### config.mk
export PLATFORM = sky130hd
export DESIGN_NAME = aes_avalon_io
export DESIGN_NICKNAME = d
export VERILOG_FILES = /design/src/rtl/aes_avalon_io.sv
export SDC_FILE = /design/constraint.sdc
export NUM_CORES = 1
export LEC_CHECK = 0
export ABC_AREA = 0
export ABC_CLOCK_PERIOD_IN_PS = 1950
export CAP_MARGIN = 20
export CORE_ASPECT_RATIO = 0.5
export CORE_MARGIN = 8
export CORE_UTILIZATION = 45
export DETAILED_ROUTE_END_ITERATION = 12
export PLACE_DENSITY = 0.8
export SLEW_MARGIN = 20
export SYNTH_ARGS = -nofsm -noshare
export SYNTH_HDL_FRONTEND = slang
export SYNTH_SLANG_ARGS = --single-unit
### constraint.sdc
create_clock -name clk -period 1.95 [get_ports clk]
set_clock_uncertainty 0.15 [all_clocks]
set_input_delay 0.39 -clock clk [delete_from_list [all_inputs] [get_ports clk]]
set_output_delay 0.39 -clock clk [all_outputs]
set_load 0.005 [all_outputs]
### src/rtl/aes_avalon_io.sv
`default_nettype none
// ============================================================================
// Module      : aes_avalon_io
// Description : Avalon-MM register slave for the AES decryption controller.
//               Holds key and ciphertext, runs the START / CLEAR / REQ
//               handshake and captures the plaintext into read-only words.
// Revision    : 1.0 - initial release
// ============================================================================
module aes_avalon_io #(
    parameter int unsigned TIMEOUT_CYCLES = 4096
) (
    input  logic         clk,
    input  logic         reset_n,
    input  logic         avl_chipselect,
    input  logic         avl_read,
    input  logic         avl_write,
    input  logic [3:0]   avl_address,
    input  logic [3:0]   avl_byteenable,
    input  logic [31:0]  avl_writedata,
    output logic [31:0]  avl_readdata,
    output logic [127:0] key,
    output logic [127:0] msg_en,
    input  logic [127:0] msg_de,
    input  logic         aes_ready,
    output logic         io_ready,
    output logic         core_reset_n
);

    localparam int unsigned CNT_W_RAW = $clog2(TIMEOUT_CYCLES + 1);
    localparam int unsigned CNT_W     = (CNT_W_RAW < 1) ? 1 : CNT_W_RAW;
    localparam int unsigned LAST      = (TIMEOUT_CYCLES == 0) ? 0 : TIMEOUT_CYCLES - 1;
    localparam logic [CNT_W-1:0] CNT_LAST = CNT_W'(LAST);
    localparam logic [CNT_W-1:0] CNT_ONE  = CNT_W'(1);
    localparam logic [CNT_W-1:0] CNT_MAX  = {CNT_W{1'b1}};

    typedef enum logic [1:0] {
        ST_IDLE  = 2'd0,
        ST_CLEAR = 2'd1,
        ST_REQ   = 2'd2
    } state_t;

    state_t              state_q, state_d;
    logic [CNT_W-1:0]    cnt_q, cnt_d;
    logic [3:0][31:0]    key_q, key_d;
    logic [3:0][31:0]    msg_q, msg_d;
    logic [3:0][31:0]    de_q, de_d;
    logic                done_q, done_d;
    logic                timeout_q, timeout_d;
    logic [31:0]         rdata_q, rdata_d;
    logic                core_rst_n_q;

    logic                wr, rd, busy, start;
    logic [1:0]          widx;

    // Word 0 of each 128-bit group is the most significant word.
    assign widx  = 2'd3 - avl_address[1:0];
    assign wr    = avl_chipselect & avl_write;
    assign rd    = avl_chipselect & avl_read;
    assign busy  = (state_q != ST_IDLE);
    assign start = wr && (avl_address == 4'd12) && avl_byteenable[0] && avl_writedata[0];

    assign key          = key_q;
    assign msg_en       = msg_q;
    assign io_ready     = (state_q == ST_REQ);
    assign core_reset_n = core_rst_n_q;
    assign avl_readdata = rdata_q;

    // Byte-lane writes to KEY / MSG_EN, blocked while an operation runs.
    always_comb begin
        key_d = key_q;
        msg_d = msg_q;
        if (wr && !busy && !avl_address[3]) begin
            for (int b = 0; b < 4; b++) begin
                if (avl_byteenable[b]) begin
                    if (!avl_address[2]) key_d[widx][8*b +: 8] = avl_writedata[8*b +: 8];
                    else                 msg_d[widx][8*b +: 8] = avl_writedata[8*b +: 8];
                end
            end
        end
    end

    // Read mux; uses current register values so a same-cycle write is not seen.
    always_comb begin
        rdata_d = 32'h0;
        case (avl_address[3:2])
            2'd0: rdata_d = key_q[widx];
            2'd1: rdata_d = msg_q[widx];
            2'd2: rdata_d = de_q[widx];
            default: begin
                if (avl_address == 4'd13) rdata_d = {29'h0, timeout_q, done_q, busy};
            end
        endcase
    end

    // Handshake state machine: next state, wait counter, status and capture.
    always_comb begin
        state_d   = state_q;
        cnt_d     = cnt_q;
        done_d    = done_q;
        timeout_d = timeout_q;
        de_d      = de_q;
        case (state_q)
            ST_IDLE: begin
                if (start) begin
                    state_d   = ST_CLEAR;
                    done_d    = 1'b0;
                    timeout_d = 1'b0;
                end
            end
            ST_CLEAR: begin
                state_d = ST_REQ;
                cnt_d   = '0;
            end
            ST_REQ: begin
                cnt_d = (cnt_q == CNT_MAX) ? cnt_q : cnt_q + CNT_ONE;
                if (aes_ready) begin
                    de_d    = msg_de;
                    done_d  = 1'b1;
                    state_d = ST_IDLE;
                end else if ((TIMEOUT_CYCLES != 0) && (cnt_q == CNT_LAST)) begin
                    timeout_d = 1'b1;
                    state_d   = ST_IDLE;
                end
            end
            default: state_d = ST_IDLE;
        endcase
    end

    // State and register file; controller reset is low only while in CLEAR.
    always_ff @(posedge clk or negedge reset_n) begin
        if (!reset_n) begin
            state_q      <= ST_IDLE;
            cnt_q        <= '0;
            key_q        <= '0;
            msg_q        <= '0;
            de_q         <= '0;
            done_q       <= 1'b0;
            timeout_q    <= 1'b0;
            rdata_q      <= 32'h0;
            core_rst_n_q <= 1'b0;
        end else begin
            state_q      <= state_d;
            cnt_q        <= cnt_d;
            key_q        <= key_d;
            msg_q        <= msg_d;
            de_q         <= de_d;
            done_q       <= done_d;
            timeout_q    <= timeout_d;
            core_rst_n_q <= (state_d != ST_CLEAR);
            if (rd) rdata_q <= rdata_d;
        end
    end

endmodule
`default_nettype wire

==> results by group, run 1 <==
Layout
  – Register area: 0.0109 mm²
  – Multi-input combinational cell area: 0.00913 mm²
  – Final Net Count: 2110
  – Non-filler cells, final: 2575
  – Fillers: 3001
  – Area growth, synth to finish: 46.8%
  – Final core utilization: 66.7%
  – Layout cells sized above 1: 41.8%

Synth
  – Number of synthesized register bits: 434
  – Most common flop cell mapped by yosys: dfrtp_1
  – FFs w/ async S/R, synth: 100%
  – Synth warn: 0
  – Post-Syn Area: 0.0197 mm²
  – Post-synth EDFFs: 0
  – Syn_nets: 1448
  – Mean cell area of the mapped netlist: 15.5 µm²
  – Distinct cell type count after synthesis: 53
  – Sequential share of the synthesized area: 55.1%
  – Syn Inst Count: 1273

Setup path
  – Worst Path Max Fanout: 8
  – R2r setup slk: -140 ps
  – Path depth of the worst reg2reg path: 5
  – CP Capture Type: flip-flop
  – Reg-to-reg endpoint: msg_en[57]
  – Reg2Reg Launch Point: state_q[1]
  – Slowest stage delay, CP: 500 ps
  – Crit path DAT: 2370 ps
  – Crit path to: msg_en[57]
  – Startpoint Class: flip-flop
  – Required @ worst endpoint: 2230 ps
  – Crit. Startpoint: state_q[1]
  – Max stage delay cell, worst path: and4bb_4
  – Critical path class: flip-flop to flip-flop
  – CP Cell Sequence: and4bb_4 > nand4_4 > nor2_4 > buf_12 > mux2_4

Clock tree
  – Max clock buf depth: 3
  – CTS tree: built
  – CTS buffer count: 41
  – H-tree depth: 2
  – Clock insertion delay at the later pin of the skew report: 560 ps
  – # clock sinks: 434
  – Root Buffer: clkbuf_16
  – Reg clk slew, reported paths: 70 ps

Route
  – DRT iter0 DRCs: 1026
  – Antenna-violating nets left: 0
  – Vias: 14700
  – Via/cell ratio: 5.69
  – Wire length per cell: 27.1 µm
  – First drt pass iteration count: 5
  – # DRC: 0
  – Final wirelength: 69800 µm

Global routing
  – Vias in the first global route: 15900
  – Largest net degree at the start of global routing: 64
  – Total gr overflow: 0
  – Initial antenna violation count: 18
  – First-pass GRT wire length: 104000 µm
  – GR Util All Layers: 26.4%

Run status
  – Failing checks: setup timing
  – Run status: finished with violations

Placed design
  – DPL Wire Length: 50800 µm
  – Port Buffer Count: 463
  – Cells after DPL: 2401
  – Placer congestion estimate: 0.909

Floorplanning
  – Starting Density: 45.4%
  – Rows: 54
  – Die Wd: 312 µm
  – Die Area: 0.0512 mm²
  – Core area: 0.0434 mm²
  – I/O pin cnt: 464
  – Chip height: 164 µm

STA
  – Period utilization: 107%
  – Final hold viol count: 0
  – RSZ-0062 raised after global routing: true
  – Min cycle time layout: 2090 ps
  – Setup slack after layout: -139 ps
  – Fmax achieved: 0.479 GHz
  – Slew @ Worst Pin: 539 ps
  – Slew headroom: 64.0%
  – Fin. max-slew vios: 0
  – Final setup fails: 211

Flow run
  – Max-cap viol count: 0

Pwr
  – Cell Pwr Density: 858 mW/mm²
  – Post-layout total power: 24.8 mW
  – LEAKAGE: 13.9 nW
  – Peak VDD IR: 0.578 mV

Hold path
  – Hold Crit Class: input port to asynchronous set/reset pin
cells in the final DEF (no fill, tap or decap), drive strengths merged, types with 19 or more instances in the layout:
cell           Yosys  routed
mux2             385     385
dlygate4sd2        0     288
clkbuf            23      53
nor2              21      21
o21a              29      29
buf               50     234
o21ai             35      35
mux4              90      90
clkdlybuf4s50      0     168
mux2i             45      45
nand2             31      31
diode              0      19
dfrtp            434     434
a31oi             29      29
cell type report:
class                   instances  area share [%]
clock buffers                  53            4.06
flip-flops and latches        434            37.5
clock inverters                23           0.800
repair buffers                692            23.2
inverters                       9           0.125
well taps                     588            2.54
multi-input cells             757            31.6
diodes                         19           0.164
routing by layer:
| layer | global-route usage [%] | wire length [µm] |
|---|---|---|
| met1 | 30.7 | 25800 |
| met2 | 46.5 | 36200 |
| met3 | 4.04 | 3200 |
| met4 | 15.9 | 4650 |
| met5 | 0 | 0 |
Yosys cell counts (4+ instances only):
library cell	n	area share [%]
a21oi_1	10	0.25
a31oi_1	29	0.92
and3_1	5	0.16
buf_2	40	1.0
buf_4	7	0.27
clkbuf_1	22	0.42
dfrtp_1	434	55
inv_1	6	0.11
mux2_1	9	0.51
mux2_2	376	21
mux2i_1	45	2.3
mux4_2	90	10
nand2_1	31	0.59
nand2b_1	4	0.13
nand3_1	6	0.15
nand3_2	8	0.41
nand4_1	9	0.29
nand4_4	6	0.65
nor2_1	8	0.15
nor2_2	10	0.32
nor3_1	4	0.10
nor3_4	5	0.41
o21a_1	29	1.1
o21ai_0	35	0.89
o31ai_1	6	0.23
sequential cells by signal, summed over array words and instances, names as in the netlist:
register,count
de_q,128
state_q,2
avl_readdata,32
core_reset_n,1
key,128
msg_en,128
done_q,1
timeout_q,1
cnt_q,13
through the flow:
stage	setup TNS, ps	instance area (µm²)	hold WS [ps]	worst slack, ps
floorplan	-476	19700	-55.6	-9.63
global route	-24910	28900	188	-190
detailed placement	-131090	26500	157	-598
CTS	-9550	28700	161	-113
global placement	-119300	26500	154	-543
finish	-12810	28900	163	-139
worst min-delay path by stage:
stage	endpoint	slack, ps	depth (start not counted)
floorplan	avl_readdata[0]	-60	0
global placement	de_q[7]	150	1
detailed placement	de_q[71]	160	1
CTS	de_q[71]	160	2
global route	de_q[71]	190	2
finish	de_q[71]	160	2
cell families (layout without fill, tap and decap cells):
family / Yosys count / count (layout) / synth area share [%]
mux: 520 / 520 / 34.6
flops: 434 / 434 / 55.1
compound gates: 123 / 123 / 3.97
simple gates: 113 / 113 / 4.25
buf+inv: 82 / 777 / 2.03
fa+ha+maj: 1 / 1 / 0.0635
other cells: 0 / 19 / 0
report_power, final:
group          leakage, nW  switching, mW  internal (mW)
clock network        0.703           3.65           4.81
logic                 7.62           2.07           3.14
registers             5.61          0.941           10.2
worst max-delay path: cells and delay by family (launching register included):
family,cells,cell delay (ps)
buf+inv,1,150
flops,1,400
simple gates,3,960
mux,1,300
repair_timing:
item / in CTS / in global routing
gates cloned: 1 / 0
endpoints found under the hold margin: 377 / 0
hold buffers: 1 / 0
endpoints found under the setup margin: 442 / 270
resized for setup: 439 / 39
pin swaps: 20 / 20
buffers inserted: 74 / 8
No activity file was read; power rests on OpenSTA's default activity.
==> inputs of run 2 (changes only) <==
--- a/config.mk
+++ b/config.mk
@@ -6,13 +6,13 @@
 export NUM_CORES = 1
 export LEC_CHECK = 0
 export ABC_AREA = 0
-export ABC_CLOCK_PERIOD_IN_PS = 1950
+export ABC_CLOCK_PERIOD_IN_PS = 2300
 export CAP_MARGIN = 20
 export CORE_ASPECT_RATIO = 0.5
 export CORE_MARGIN = 8
 export CORE_UTILIZATION = 45
 export DETAILED_ROUTE_END_ITERATION = 12
-export PLACE_DENSITY = 0.8
+export PLACE_DENSITY = 0.77
 export SLEW_MARGIN = 20
 export SYNTH_ARGS = -nofsm -noshare
 export SYNTH_HDL_FRONTEND = slang
==> constraint.sdc (replaced) <==
create_clock -name clk -period 2.3 [get_ports clk]
set_clock_uncertainty 0.15 [all_clocks]
set_input_delay 0.46 -clock clk [delete_from_list [all_inputs] [get_ports clk]]
set_output_delay 0.46 -clock clk [all_outputs]
set_load 0.005 [all_outputs]
==> run 2 against run 1 <==
  * The run now ends clean
  * Worst hold slack better by 120 ps
  * Via count fell by 7.0%
  * Largest cell class unchanged
  * Setup slack improved by 210 ps
  * Routed wire length shrank 7.9%
==> results by group, run 2 (synthesis results as in run 1) <==
Setup path
  – Path depth of the worst reg2reg path: 6 (+1)
  – Critical path class: flip-flop to primary output
  – Slowest stage delay, CP: 630 ps (+130 ps)
  – R2r setup slk: 170 ps (+310 ps)
  – Crit path DAT: 1620 ps (-750 ps)
  – Critical path's top delay family: buffers and inverters
  – Reg-to-reg endpoint: msg_en[115]
  – CP Capture Type: primary output
  – Startpoint Class: flip-flop
  – Reg2Reg Launch Point: state_q[1]
  – Worst Path Max Fanout: 3 (-5)
  – CP bufs+invs: 1 (unchanged)
  – Required @ worst endpoint: 1690 ps (-540 ps)
  – CP Cell Sequence: clkdlybuf4s50_1
  – Max stage delay cell, worst path: clkdlybuf4s50_1

Global routing
  – Initial antenna violation count: 3 (-15)
  – Total gr overflow: 0 (unchanged)
  – Largest net degree at the start of global routing: 87 (+36%)
  – First-pass GRT wire length: 96700 µm (-6.7%)
  – Vias in the first global route: 14600 (-8.2%)
  – GR Util All Layers: 24.5% (-1.9 points)

STA
  – Period utilization: 96.9%
  – Setup TNS: 0 ps (+12810 ps)
  – Slew headroom: 58.0% (-6.0 points)
  – Fin. max-slew vios: 0 (unchanged)
  – Min cycle time layout: 2230 ps
  – Slew @ Worst Pin: 628 ps (+89.7 ps)
  – Final setup fails: 0 (-100%)
  – Fmax achieved: 0.449 GHz
  – RSZ-0062 raised after global routing: false
  – Final hold viol count: 0 (unchanged)

Route
  – DRT iter0 DRCs: 973 (-5.2%)
  – Wire length per cell: 26.4 µm (-2.5%)
  – Vias: 13600 (-7.0%)
  – Via/cell ratio: 5.61 (-1.6%)
  – First drt pass iteration count: 7 (+2)
  – Final wirelength: 64300 µm (-7.9%)
  – Antenna-violating nets left: 0 (unchanged)
  – # DRC: 0 (unchanged)

Clock tree
  – Max clock buf depth: 3 (unchanged)
  – CTS tree: built
  – Root Buffer: clkbuf_16
  – Clock insertion delay at the later pin of the skew report: 560 ps (about the same)
  – CTS buffer count: 41 (unchanged)
  – Reg clk slew, reported paths: 70 ps (about the same)
  – H-tree depth: 2 (unchanged)
  – # clock sinks: 434 (unchanged)

Run status
  – Run status: complete, no violations

Pwr
  – Peak VDD IR: 0.519 mV (-10%)
  – Post-layout total power: 21.1 mW (-15%)
  – LEAKAGE: 12.0 nW (-14%)
  – Cell Pwr Density: 764 mW/mm² (-11%)

Layout
  – Area growth, synth to finish: 39.9%
  – Fillers: 3190 (+6.3%)
  – Final Net Count: 1983 (-6.0%)
  – Non-filler cells, final: 2432 (-5.6%)
  – Most frequent cells in the layout: clkdlybuf4s50_1, dfrtp_1, mux2_2
  – Layout cells sized above 1: 37.3% (-4.5 points)
  – Most common cell after layout, fill and taps aside: clkdlybuf4s50_1

Hold path
  – Hold Crit Class: input port to asynchronous set/reset pin

Floorplanning
  – I/O pin cnt: 464 (unchanged)
  – Die Wd: 312 µm (unchanged)
  – Die Area: 0.0512 mm² (unchanged)
  – Starting Density: 45.4% (unchanged)
  – Core area: 0.0434 mm² (unchanged)
  – Chip height: 164 µm (unchanged)
  – Rows: 54 (unchanged)

Placed design
  – DPL Wire Length: 48600 µm (-4.2%)
  – Placer congestion estimate: 0.852 (-6.3%)
  – Port Buffer Count: 463 (unchanged)
  – Cells after DPL: 2352 (-2.0%)

Flow run
  – Max-cap viol count: 0 (unchanged)
[run 2: cell types whose count changed in the layout (fill, tap and decap cells not counted), moves of 14 or more]
cell	delta
buf_4	-108
buf_6	-14
clkdlybuf4s50_1	+289
diode_2	-15
dlygate4sd2_1	-287
mux2_2	+131
mux2_4	-132
[run 2: final cells by class]
cell class,instances,area [µm²],share of cell area [%]
sequential,434,10900,39.4
multi-input combinational,757,8460,30.7
timing repair buffer,565,6010,21.8
clock buffer,58,1230,4.47
tap,588,736,2.67
clock inverter,17,226,0.821
inverter,9,33.8,0.123
antenna,4,10.0,0.0363
[run 2: where the power goes]
part	total [mW]	switching, mW	leakage (nW)	internal, mW
sequential	9.47	0.809	5.61	8.67
clock	7.33	3.02	0.719	4.31
combinational	4.26	1.55	5.68	2.70
[run 2: what timing repair did]
action	4_1_cts	5_1_grt
setup endpoints to repair	1	0
hold endpoints to repair	50	0
buffers inserted	0	0
resized for setup	2	0
hold buffers	1	0
[run 2: through the flow]
stage               setup WS (ps)  hold slack, ps  util, %  area, µm²
finish                       70.9             284     63.6      27600
global route                 59.6             301     63.5      27600
CTS                          88.2             270     63.5      27600
detailed placement           -341             246     60.1      26100
global placement             -296             244     60.1      26100
floorplan                     255            14.4        -      19700
[run 2: layer usage]
metal / share of wire, % / vias to the layer above / global-route usage, %
li1: - / 5898 / -
met1: 38 / 7236 / 29.8
met2: 54 / 384 / 45.0
met3: 4.4 / 115 / 3.37
met4: 3.6 / 0 / 8.53
met5: 0 / - / 0
[run 2: worst max path at each step]
| stage | start | endpoint | slack (ps) | depth (start not counted) |
|---|---|---|---|---|
| 6_report | msg_en[22] | msg_en[22] | 70 | 1 |
| 5_1_grt | msg_en[22] | msg_en[22] | 60 | 1 |
| 4_1_cts | msg_en[22] | msg_en[22] | 90 | 1 |
| 3_5_place_dp | avl_chipselect | msg_en[112] | -340 | 7 |
| 3_3_place_gp | avl_chipselect | msg_en[117] | -300 | 7 |
| 2_1_floorplan | avl_address[1] | msg_en[56] | 250 | 6 |
==> inputs of run 3 (changes only) <==
--- a/config.mk
+++ b/config.mk
@@ -8,11 +8,12 @@
 export ABC_AREA = 0
 export ABC_CLOCK_PERIOD_IN_PS = 2300
 export CAP_MARGIN = 20
-export CORE_ASPECT_RATIO = 0.5
+export CORE_ASPECT_RATIO = 0.7
 export CORE_MARGIN = 8
 export CORE_UTILIZATION = 45
 export DETAILED_ROUTE_END_ITERATION = 12
-export PLACE_DENSITY = 0.77
+export DONT_BUFFER_PORTS = 1
+export PLACE_DENSITY = 0.64
 export SLEW_MARGIN = 20
 export SYNTH_ARGS = -nofsm -noshare
 export SYNTH_HDL_FRONTEND = slang
==> run 3 against run 2 <==
  * The run now ends with hold timing left
  * Clock power increased by 4.1%
  * Maximum frequency increased by 1.8%
  * Cell area decreased by 14%
  * Non-clock buffer count decreased by 351
  * First-iteration DRC count increased by 1.4%
  * Flip-flop and latch count unchanged
  * Clock-buffer cell count increased by 4
  * Combinational power decreased by 50%
  * Worst hold slack got worse by 820 ps
  * Largest power group unchanged
  * Global-route usage decreased by 0.49 points
  * Critical endpoint is now msg_en[126]
  * Critical path type is now flip-flop to flip-flop
==> results by group, run 3 (synthesis results as in run 1) <==
Placed design
  – Pre-CTS setup slack: 97.6 ps (+439 ps)
  – Port Buffer Count: 0 (-100%)
  – DPL Wire Length: 41200 µm (-15%)
  – Placer congestion estimate: 0.786 (-7.7%)

STA
  – Min Hold Slack: -536 ps (-820 ps)
  – Setup slack after layout: 110 ps (+39.4 ps)
  – Period utilization: 95.2% (-1.7 points)
  – Slew headroom: 43.0% (-15 points)
  – Setup TNS: 0 ps (unchanged)
  – Final setup fails: 0 (unchanged)
  – Min cycle time layout: 2190 ps (-39.4 ps)
  – Fmax achieved: 0.457 GHz (+1.8%)
  – Final hold viol count: 434 (+434)
  – Slew @ Worst Pin: 855 ps (+227 ps)
  – Fin. max-slew vios: 0 (unchanged)
  – RSZ-0062 raised after global routing: false

Global routing
  – First-pass GRT wire length: 92500 µm (-4.4%)
  – Initial antenna violation count: 3 (unchanged)
  – GR Util All Layers: 24.0% (-0.49 points)
  – Vias in the first global route: 13300 (-9.3%)
  – Total gr overflow: 0 (unchanged)
  – Largest net degree at the start of global routing: 435 (+400%)

Setup path
  – Reg2Reg Launch Point: state_q[0]
  – Critical path class: flip-flop to flip-flop
  – R2r setup slk: 110 ps (-60 ps)
  – Max stage delay cell, worst path: nor3_4
  – Required @ worst endpoint: 2580 ps (+890 ps)
  – CP Capture Type: flip-flop
  – Reg-to-reg endpoint: msg_en[126]
  – Worst Path Max Fanout: 8 (+5)
  – Critical path's top delay family: simple AND/OR/NAND/NOR gates
  – Path depth of the worst reg2reg path: 5 (-1)
  – Slowest stage delay, CP: 480 ps (-150 ps)
  – CP bufs+invs: 1 (unchanged)
  – Startpoint Class: flip-flop
  – CP Cell Sequence: and4bb_2 > buf_12 > nand4_4 > nor3_4 > mux2_2
  – Crit path DAT: 2470 ps (+850 ps)

Run status
  – Run status: finished with violations
  – Failing checks: hold timing

Clock tree
  – H-tree depth: 2 (unchanged)
  – CTS tree: built
  – CTS buffer count: 45 (+9.8%)
  – Cts repair resizes: 0 (-2)
  – Max clock buf depth: 3 (unchanged)
  – Clock insertion delay at the later pin of the skew report: 560 ps (about the same)
  – # hold bufs at CTS: 164 (+163)
  – Post-CTS Setup Inserts: 0 (unchanged)
  – Root Buffer: clkbuf_16
  – # clock sinks: 434 (unchanged)
  – Reg clk slew, reported paths: 60 ps (about the same)

Pwr
  – Cell Pwr Density: 824 mW/mm² (+7.9%)
  – Peak VDD IR: 0.571 mV (+10%)
  – LEAKAGE: 10.6 nW (-12%)
  – Post-layout total power: 19.5 mW (-7.2%)

Floorplanning
  – Die Wd: 266 µm (-15%)
  – Core area: 0.0435 mm² (+0.24%)
  – I/O pin cnt: 464 (unchanged)
  – Starting Density: 45.3% (-0.11 points)
  – Die Area: 0.0509 mm² (-0.59%)
  – Rows: 64 (+19%)
  – Chip height: 191 µm (+17%)

Route
  – Vias: 12500 (-8.4%)
  – First drt pass iteration count: 5 (-2)
  – DRT iter0 DRCs: 987 (+1.4%)
  – Wire length per cell: 29.7 µm (+12%)
  – Via/cell ratio: 5.98 (+6.6%)
  – Final wirelength: 62100 µm (-3.4%)
  – Antenna-violating nets left: 0 (unchanged)
  – # DRC: 0 (unchanged)

Hold path
  – Hold Crit Class: input port to asynchronous set/reset pin

Layout
  – Layout cells sized above 1: 42.3% (+5.0 points)
  – Area growth, synth to finish: 20.3%
  – Fillers: 3476 (+9.0%)
  – Most frequent cells in the layout: dfrtp_1, mux2_2, dlygate4sd3_1
  – Final Net Count: 1636 (-17%)
  – Most common cell after layout, fill and taps aside: dfrtp_1

Flow run
  – Max-cap viol count: 0 (unchanged)
[run 3: cell count changes in the layout (fill, tap and decap cells not counted), moves of 3 or more]
| cell | change |
|---|---|
| diode_2 | -3 |
| clkbuf_1 | +3 |
| buf_12 | -43 |
| clkdlybuf4s50_1 | -457 |
| clkbuf_16 | +3 |
| dlygate4sd3_1 | +162 |
| buf_4 | -9 |
[run 3: final cells by class]
cell class	instances	area [µm²]	area share, %
Clock buffer	62	1290	5.44
Multi-Input combinational cell	757	8460	35.7
Clock inverter	18	238	1.00
Sequential cell	434	10900	45.8
Timing Repair Buffer	214	2090	8.81
Antenna cell	1	2.50	0.0106
Inverter	9	33.8	0.142
Tap cell	594	743	3.13
[run 3: worst max path at each step]
stage | from | to | slack, ps | cells after the start
CTS | state_q[0] | msg_en[123] | 100 | 5
global placement | avl_chipselect | msg_en[123] | 110 | 5
detailed placement | state_q[0] | msg_en[123] | 100 | 5
global route | state_q[0] | msg_en[122] | 30 | 5
floorplan | avl_address[1] | msg_en[56] | 250 | 6
finish | state_q[0] | msg_en[126] | 110 | 5
[run 3: worst reg2reg max path, delay by kind of cell (launching register included)]
| kind | cells | cell delay (ps) |
|---|---|---|
| buffers and inverters | 1 | 150 |
| DFF | 1 | 400 |
| muxes | 1 | 400 |
| and+or+nand+nor | 3 | 990 |
[run 3: routing by layer]
layer  vias to the layer above  GRT usage [%]  share of wire [%]
li1                       5191              -                  -
met1                      6711           31.7                 42
met2                       487           38.2                 47
met3                        90           8.60                8.9
met4                         4           5.27                2.1
met5                         -              0              0.037
[run 3: power by group]
part / total, mW / internal, mW / switching, mW
Combinational: 2.15 / 1.46 / 0.689
Clock: 7.63 / 4.50 / 3.13
Sequential: 9.77 / 8.67 / 1.11
Total: 19.5 / 14.6 / 4.92
[run 3: stage by stage]
stage	utilization (%)	instances	instance area [µm²]
6_report	54.5	2089	23700
3_5_place_dp	47.2	1844	20500
5_1_grt	54.5	2089	23700
2_1_floorplan	-	1273	19700
4_1_cts	54.5	2088	23700
3_3_place_gp	47.2	1844	20500
